<file path="config.mk">
export PLATFORM = sky130hd
export DESIGN_NAME = deser_4b
export DESIGN_NICKNAME = d
export VERILOG_FILES = /design/src/rtl/deser_4b_pkg.sv /design/src/rtl/deser_4b_ctrl.sv /design/src/rtl/deser_4b.sv
export SDC_FILE = /design/constraint.sdc
export NUM_CORES = 1
export LEC_CHECK = 0
export CORE_AREA = 2 2 39 41
export CTS_CLUSTER_SIZE = 12
export DETAILED_ROUTE_END_ITERATION = 6
export DIE_AREA = 0 0 41 43
export SLEW_MARGIN = 20
export SYNTH_ARGS = -nofsm -noshare
export SYNTH_HDL_FRONTEND = slang
export SYNTH_SLANG_ARGS = --single-unit
export TNS_END_PERCENT = 50
</file>
<file path="constraint.sdc">
create_clock -name clk -period 2.22 [get_ports clk]
set_input_delay 0.222 -clock clk [delete_from_list [all_inputs] [get_ports clk]]
set_output_delay 0.222 -clock clk [all_outputs]
set_load 0.02 [all_outputs]
</file>
<file path="src/rtl/deser_4b_pkg.sv">
// Shared constants and types for the 4-bit serial-to-parallel deserializer.
//   NBITS   : assembled word width
//   state_t : controller state encoding (IDLE, COLLECT, FULL)
package deser_4b_pkg;

  localparam int NBITS = 4;

  typedef enum logic [1:0] {
    IDLE    = 2'b00,
    COLLECT = 2'b01,
    FULL    = 2'b10
  } state_t;

endpackage

</file>
<file path="src/rtl/deser_4b_ctrl.sv">
// Handshake controller for deser_4b: state machine, bit counter and the
// in_rdy/out_val handshake outputs.
// Ports:
//   clk      : sole clock, rising edge
//   reset    : asynchronous active-low reset
//   clear    : synchronous discard of partial/held word
//   in_val   : serial bit valid
//   out_rdy  : downstream accepts the held word
//   in_rdy   : block can accept a bit this cycle
//   out_val  : assembled word valid
//   in_xfer  : a serial bit is accepted at the coming edge
//
//   state   | meaning
//   --------+--------------------------------------------
//   IDLE    | no bits held
//   COLLECT | 1..3 bits held, number held in cnt
//   FULL    | complete word held, waiting for out_rdy
module deser_4b_ctrl
  import deser_4b_pkg::*;
(
  input  logic clk,
  input  logic reset,
  input  logic clear,
  input  logic in_val,
  input  logic out_rdy,
  output logic in_rdy,
  output logic out_val,
  output logic in_xfer
);

  state_t     state, state_nxt;
  logic [1:0] cnt, cnt_nxt;
  logic       out_xfer;

  // out_val only sees registered state plus clear; in_rdy intentionally
  // looks through to out_rdy so a full word can drain and refill in one edge.
  assign out_val  = (state == FULL) && !clear;
  assign in_rdy   = !clear && ((state != FULL) || out_rdy);
  assign in_xfer  = in_val && in_rdy;
  assign out_xfer = out_val && out_rdy;

  always_ff @(posedge clk or negedge reset) begin
    if (!reset) begin
      state <= IDLE;
      cnt   <= 2'd0;
    end else begin
      state <= state_nxt;
      cnt   <= cnt_nxt;
    end
  end

  always_comb begin
    state_nxt = state;
    cnt_nxt   = cnt;
    if (clear) begin
      state_nxt = IDLE;
      cnt_nxt   = 2'd0;
    end else begin
      case (state)
        IDLE: begin
          if (in_xfer) begin
            state_nxt = COLLECT;
            cnt_nxt   = 2'd1;
          end
        end
        COLLECT: begin
          if (in_xfer) begin
            if (cnt == 2'(NBITS - 1)) begin
              state_nxt = FULL;
              cnt_nxt   = 2'd0;
            end else begin
              cnt_nxt = cnt + 2'd1;
            end
          end
        end
        FULL: begin
          if (out_xfer && in_xfer) begin
            state_nxt = COLLECT;
            cnt_nxt   = 2'd1;
          end else if (out_xfer) begin
            state_nxt = IDLE;
            cnt_nxt   = 2'd0;
          end
        end
        default: begin
          state_nxt = IDLE;
          cnt_nxt   = 2'd0;
        end
      endcase
    end
  end

endmodule

</file>
<file path="src/rtl/deser_4b.sv">
// 4-bit serial-to-parallel deserializer with valid/ready handshakes on both
// sides. Bits are accepted one per transfer and presented as a 4-bit word.
// Build option: define DESER_4B_MSB_FIRST_EN to place the first accepted bit
// in out_msg[3] (default: first bit lands in out_msg[0]). Timing is identical.
// Ports:
//   clk      : sole clock, rising edge
//   reset    : asynchronous active-low reset
//   clear    : synchronous discard of partial/held word
//   in_val   : serial bit valid
//   in_rdy   : block can accept in_bit this cycle
//   in_bit   : serial data bit
//   out_val  : assembled word valid
//   out_rdy  : downstream accepts the word
//   out_msg  : assembled word (defined only while out_val=1)
module deser_4b
  import deser_4b_pkg::*;
(
  input  logic             clk,
  input  logic             reset,
  input  logic             clear,
  input  logic             in_val,
  output logic             in_rdy,
  input  logic             in_bit,
  output logic             out_val,
  input  logic             out_rdy,
  output logic [NBITS-1:0] out_msg
);

  logic             in_xfer;
  logic [NBITS-1:0] shreg;

  deser_4b_ctrl u_ctrl (
    .clk     (clk),
    .reset   (reset),
    .clear   (clear),
    .in_val  (in_val),
    .out_rdy (out_rdy),
    .in_rdy  (in_rdy),
    .out_val (out_val),
    .in_xfer (in_xfer)
  );

  // Every accepted bit shifts in, so after four bits the oldest has reached
  // its final position; no write pointer is needed. A refill that overlaps a
  // drain simply keeps shifting and pushes the stale bits out.
  always_ff @(posedge clk or negedge reset) begin
    if (!reset) begin
      shreg <= '0;
    end else if (clear) begin
      shreg <= '0;
    end else if (in_xfer) begin
`ifdef DESER_4B_MSB_FIRST_EN
      shreg <= {shreg[NBITS-2:0], in_bit};
`else
      shreg <= {in_bit, shreg[NBITS-1:1]};
`endif
    end
  end

  assign out_msg = shreg;

endmodule

</file>
# Word-level counts from Yosys, hierarchy flattened
# Cells that the tools add are included.
dict set report op_classes {
  addsub 1
  eq_ne 8
  mux 13
  n_reduce_logical 11
}
# operator count
set ops {}
lappend ops {{$mux 2} 9}
lappend ops {{$pmux 2 s3} 2}
lappend ops {{$ne 3x2->1 const B} 3}
lappend ops {{$mux 4} 2}
lappend ops {{$logic_and 1x1->1} 5}
lappend ops {{$eq 2x2->1 const B} 2}
lappend ops {{$ne 4x3->1 const B} 1}
lappend ops {{$reduce_and 4->1} 1}
lappend ops {{$reduce_and 3->1} 1}
lappend ops {{$add 2x1->2 const B} 1}
lappend ops {{$eq 2x1->1 const B} 1}
lappend ops {{$logic_not 2->1} 1}
lappend ops {{$ne 2x2->1 const B} 1}
lappend ops {{$reduce_bool 2->1} 1}
lappend ops {{$logic_not 1->1} 1}
lappend ops {{$logic_or 1x1->1} 1}
dict set report totals {
  register_bits 8
  output_inout_bits 6
  wordCells 36
}

# Depth between registers and ports, before layout
dict set report depth {
  depth_word 8
  depth_mapped 4
  ltp_nobuf 4
}

# Cells and area by module
# A second synthesis with hierarchy kept.
dict set report unflattened {
  hier_cells 34
  hier_area_um2 424.2
}
# module instances cells_each area_per_inst_um2 seq_area_each_um2
set by_module_without_submodules {}
lappend by_module_without_submodules {deser_4b_ctrl 1 21 264.0 100.1}
lappend by_module_without_submodules {deser_4b 1 13 160.2 100.1}

# Least setup slack after synthesis
# No wires, ideal clock.
dict set report synth_path {
  kind {flip-flop to flip-flop}
  startpoint {register u_ctrl.state[0]}
  endpoint {register u_ctrl.cnt[0]}
  setup_ps 128
  arrival_ps 1326
  required_ps 2092
  slack_ps 766
  path_stages_with_launch 5
  n_path_buf 1
  synth_period_minus_slack_ps 1454
  cell_sequence {dfrtp_1 buf_6 or3b_4 a21oi_4 mux2_1}
}
dict set report synth_via {
  elab_chain_len 8
  word_cells_on_any_way 17
}
# item line_no
set synth_rtl {}
lappend synth_rtl {{start, declared} deser_4b_ctrl.sv:31} ;# state_t state, state_nxt;
lappend synth_rtl {{start signal, assigned} deser_4b_ctrl.sv:47} ;# state <= state_nxt;
lappend synth_rtl {{$ne 2x2->1} deser_4b_ctrl.sv:38} ;# assign in_rdy = !clear && ((state != FULL) || out_rdy);
lappend synth_rtl {{$logic_or 1x1->1} deser_4b_ctrl.sv:38}
lappend synth_rtl {{$logic_and 1x1->1} deser_4b_ctrl.sv:38}
lappend synth_rtl {{$logic_and 1x1->1} deser_4b_ctrl.sv:39} ;# assign in_xfer = in_val && in_rdy;
lappend synth_rtl {{$logic_and 1x1->1} deser_4b_ctrl.sv:77} ;# if (out_xfer && in_xfer) begin
lappend synth_rtl {{$mux 2} deser_4b_ctrl.sv:77}
lappend synth_rtl {{$pmux 2 s3} deser_4b_ctrl.sv:59} ;# case (state)
lappend synth_rtl {{$mux 2} deser_4b_ctrl.sv:55} ;# if (clear) begin
lappend synth_rtl {{end signal, assigned} deser_4b_ctrl.sv:48} ;# cnt <= cnt_nxt;
lappend synth_rtl {{end, declared} deser_4b_ctrl.sv:32} ;# logic [1:0] cnt, cnt_nxt;
# Parallel ways exist; a longest one is shown, timed or not.
# A chain may end at the register's enable or synchronous reset.

# Final worst setup path
dict set report layout_path {
  startpoint {register u_ctrl.state[0]}
  endpoint {output in_rdy}
}
dict set report layout_via {
  elab_chain_len 3
}
# item line_no
set layout_rtl {}
lappend layout_rtl {{$ne 2x2->1} deser_4b_ctrl.sv:38}
lappend layout_rtl {{$logic_or 1x1->1} deser_4b_ctrl.sv:38}
lappend layout_rtl {{$logic_and 1x1->1} deser_4b_ctrl.sv:38}
lappend layout_rtl {{end, declared} deser_4b.sv:22} ;# output logic in_rdy,
# Every way passes these cells.

==> flow_summary.json <==
{
  "outcome": "finished, final reports clean",
  "antenna_found_initial": 0,
  "hpwl_um": 620.7,
  "cts.repair.resized": 0,
  "cts_tree": "done",
  "dr_total_vias": 344,
  "slew_viol_final": 0,
  "cts_buffers": 3,
  "htreeDepth": 1,
  "synth_edf_count": 0,
  "fill_cells": 136,
  "cts_root_buf": "clkbuf_4",
  "io_pins": 12,
  "yosys_most_used_dff": "dfrtp_1",
  "power_density_nw_per_um2": 548.8,
  "drive_above_1_share_pct": 26.42,
  "critPathRequiredTime_ns": 2.00,
  "finalSetupTns_ns": 0,
  "rows": 14,
  "dp_cells": 66,
  "instances_no_fill": 69,
  "yosysWarnings": 0,
  "drtPass1Iterations": 3,
  "rsz0062_at_grt": "false",
  "ant_nets": 0,
  "cp-end-kind": "output port",
  "syn_avg_cell_area_sq_um": 11.57,
  "diodes": 0,
  "seq_area_frac_synth_pct": 43.24,
  "finalHoldViolations": 0,
  "io_buffers": 11,
  "core_sq_um": 1384,
  "arrival_ns": 1.66,
  "clk_pin_slew_ns": 0.06,
  "synthCells": 40,
  "hold_class": "in -> async",
  "post-route-period-util_pct": 84.81,
  "hold_buffers": 0,
  "grt_max_degree": 10,
  "clk_latency_ns": 0.25,
  "die_y_um": 43,
  "start_util_pct": 33.45,
  "setup_viol": 0,
  "grt_pass1_wl_um": 1373,
  "wl_um": 844,
  "syn_nets": 47,
  "ir_drop_v": 0.0002929,
  "register_area_sq_um": 200.2,
  "clock_path_buffers": 2,
  "cp-start-kind": "flop",
  "die_x_um": 41,
  "syn_area_sq_um": 462.9,
  "skew_ns": 0.0002860,
  "synthArstFlopShare_pct": 100.0,
  "multi_input_area_sq_um": 242.7,
  "syn_to_final_growth_pct": 31.08,
  "maxCapViolations": 0,
  "post-route-min-period_ns": 1.883,
  "overflow": 0,
  "grt_use_total_pct": 12.23,
  "cts_sinks": 8,
  "fp.dieArea_sq_um": 1763,
  "ys_ff_latch": 8,
  "slew_headroom_pct": 73.99,
  "synth_cell_type_count": 23,
  "first_iter_violations": 3,
  "final_nets": 62,
  "post_cts_buffers": 0,
  "routed_via_density": 4.986,
  "grt_pass1_vias": 319,
  "cp_max_fo": 9,
  "drc_errors": 0,
  "fmax_mhz": 531.1,
  "place_congestion": 0.6666,
  "wl_per_cell_um": 12.23,
  "max_slew.worst_pin.slew_ns": 0.3890,
  "path_class": "reg -> out",
  "p_leak_nw": 0.2578
}
[power breakdown]
group / switching, mW / total [mW] / internal [mW]
logic: 0.0255 / 0.0581 / 0.0325
registers: 0.00726 / 0.161 / 0.154
clock network: 0.0518 / 0.114 / 0.0620
total: 0.0846 / 0.333 / 0.248
[state kept, by name (all words and copies together), names as in the netlist]
name	flops
u_ctrl.state	2
u_ctrl.cnt	2
out_msg	4
[cells in the mapped netlist (2+ instances only)]
cell type	n	area [sq um]
dfrtp_1	8	200.2
mux2_2	4	45.04
nor2b_1	4	25.02
mux2_1	2	22.52
nor2_1	2	7.510
nor3b_1	2	15.01
or2_2	2	12.51
[through the flow]
| stage | setup slack (ns) | power (mW) | hold WS [ns] | area [sq um] | util, % |
|---|---|---|---|---|---|
| after detailed placement | 0.3821 | 0.2226 | 0.4922 | 584.3 | 42.22 |
| after CTS | 0.3278 | 0.3404 | 0.2603 | 606.8 | 43.85 |
| after global placement | 0.3720 | 0.2218 | 0.4792 | 584.3 | 42.22 |
| final | 0.3372 | 0.3330 | 0.2580 | 606.8 | 43.85 |
| after global routing | 0.2300 | 0.3564 | 0.2814 | 606.8 | 43.85 |
| after floorplan | 0.7665 | 0.1973 | -0.07359 | 462.9 | - |
[critical path, stage by stage, from the launching register on]
cell and delay, ns:
dfrtp_1 0.46, nor3b_1 0.34, nor2_1 0.07, clkdlybuf4s50_1 0.54
[cells by family (layout without fill, tap and decap cells)]
family / count (synthesis) / after routing / share of synthesized area (%)
AND/OR/NAND/NOR: 16 / 16 / 24.32
buffers and inverters: 3 / 16 / 4.322
adder cells (fa/ha/maj): 1 / 1 / 2.702
flip-flops: 8 / 8 / 43.24
multiplexers: 6 / 6 / 14.59
AO/OA/AOI/OAI: 6 / 6 / 10.81
[per-layer routing]
layer  vias up  share of wire (%)  GRT usage (%)
met1       163                 45          15.13
li1        172                  -              -
met3         2                3.6          6.283
met4         0                1.7          8.000
met2         7                 50          15.94
met5         -                  0              0
[area by class of cell]
cell class	count	share of cell area (%)
Clock buffer	3	3.711
Inverter	1	0.6186
Multi-Input combinational cell	29	40.00
Sequential cell	8	32.99
Tap cell	16	3.299
Timing Repair Buffer	12	19.38
[path summary, 6_finish.rpt]
| path | start | to | slack (ns) | depth (start not counted) |
|---|---|---|---|---|
| hold / removal | reset | u_ctrl.state[1] | 0.26 | 1 |
| setup reg to reg | u_ctrl.state[0] | u_ctrl.cnt[0] | 0.72 | 3 |
| min in group clk | u_ctrl.cnt[1] | u_ctrl.cnt[1] | 0.51 | 1 |
| hold reg to reg | u_ctrl.cnt[1] | u_ctrl.cnt[1] | 0.51 | 1 |
| setup / recovery | u_ctrl.state[0] | in_rdy | 0.34 | 3 |
| max in group asynchronous | reset | u_ctrl.cnt[0] | 1.69 | 1 |
[cells in the final DEF (no fill, tap or decap)]
cell,n
clkdlybuf4s50_1,11
dfrtp_1,8
nor2b_1,4
mux2_2,4
clkbuf_4,3
nor3b_1,2
nor2_1,2
or2_2,2
mux2_1,2
nor3b_2,1
a21boi_0,1
or3b_2,1
o32ai_1,1
or3b_4,1
a21oi_4,1
inv_1,1
nand2b_1,1
nand3_1,1
o21ai_0,1
a211oi_1,1
nand4b_1,1
a21oi_1,1
ha_1,1
buf_4,1
(Power assumes the default switching activity.)
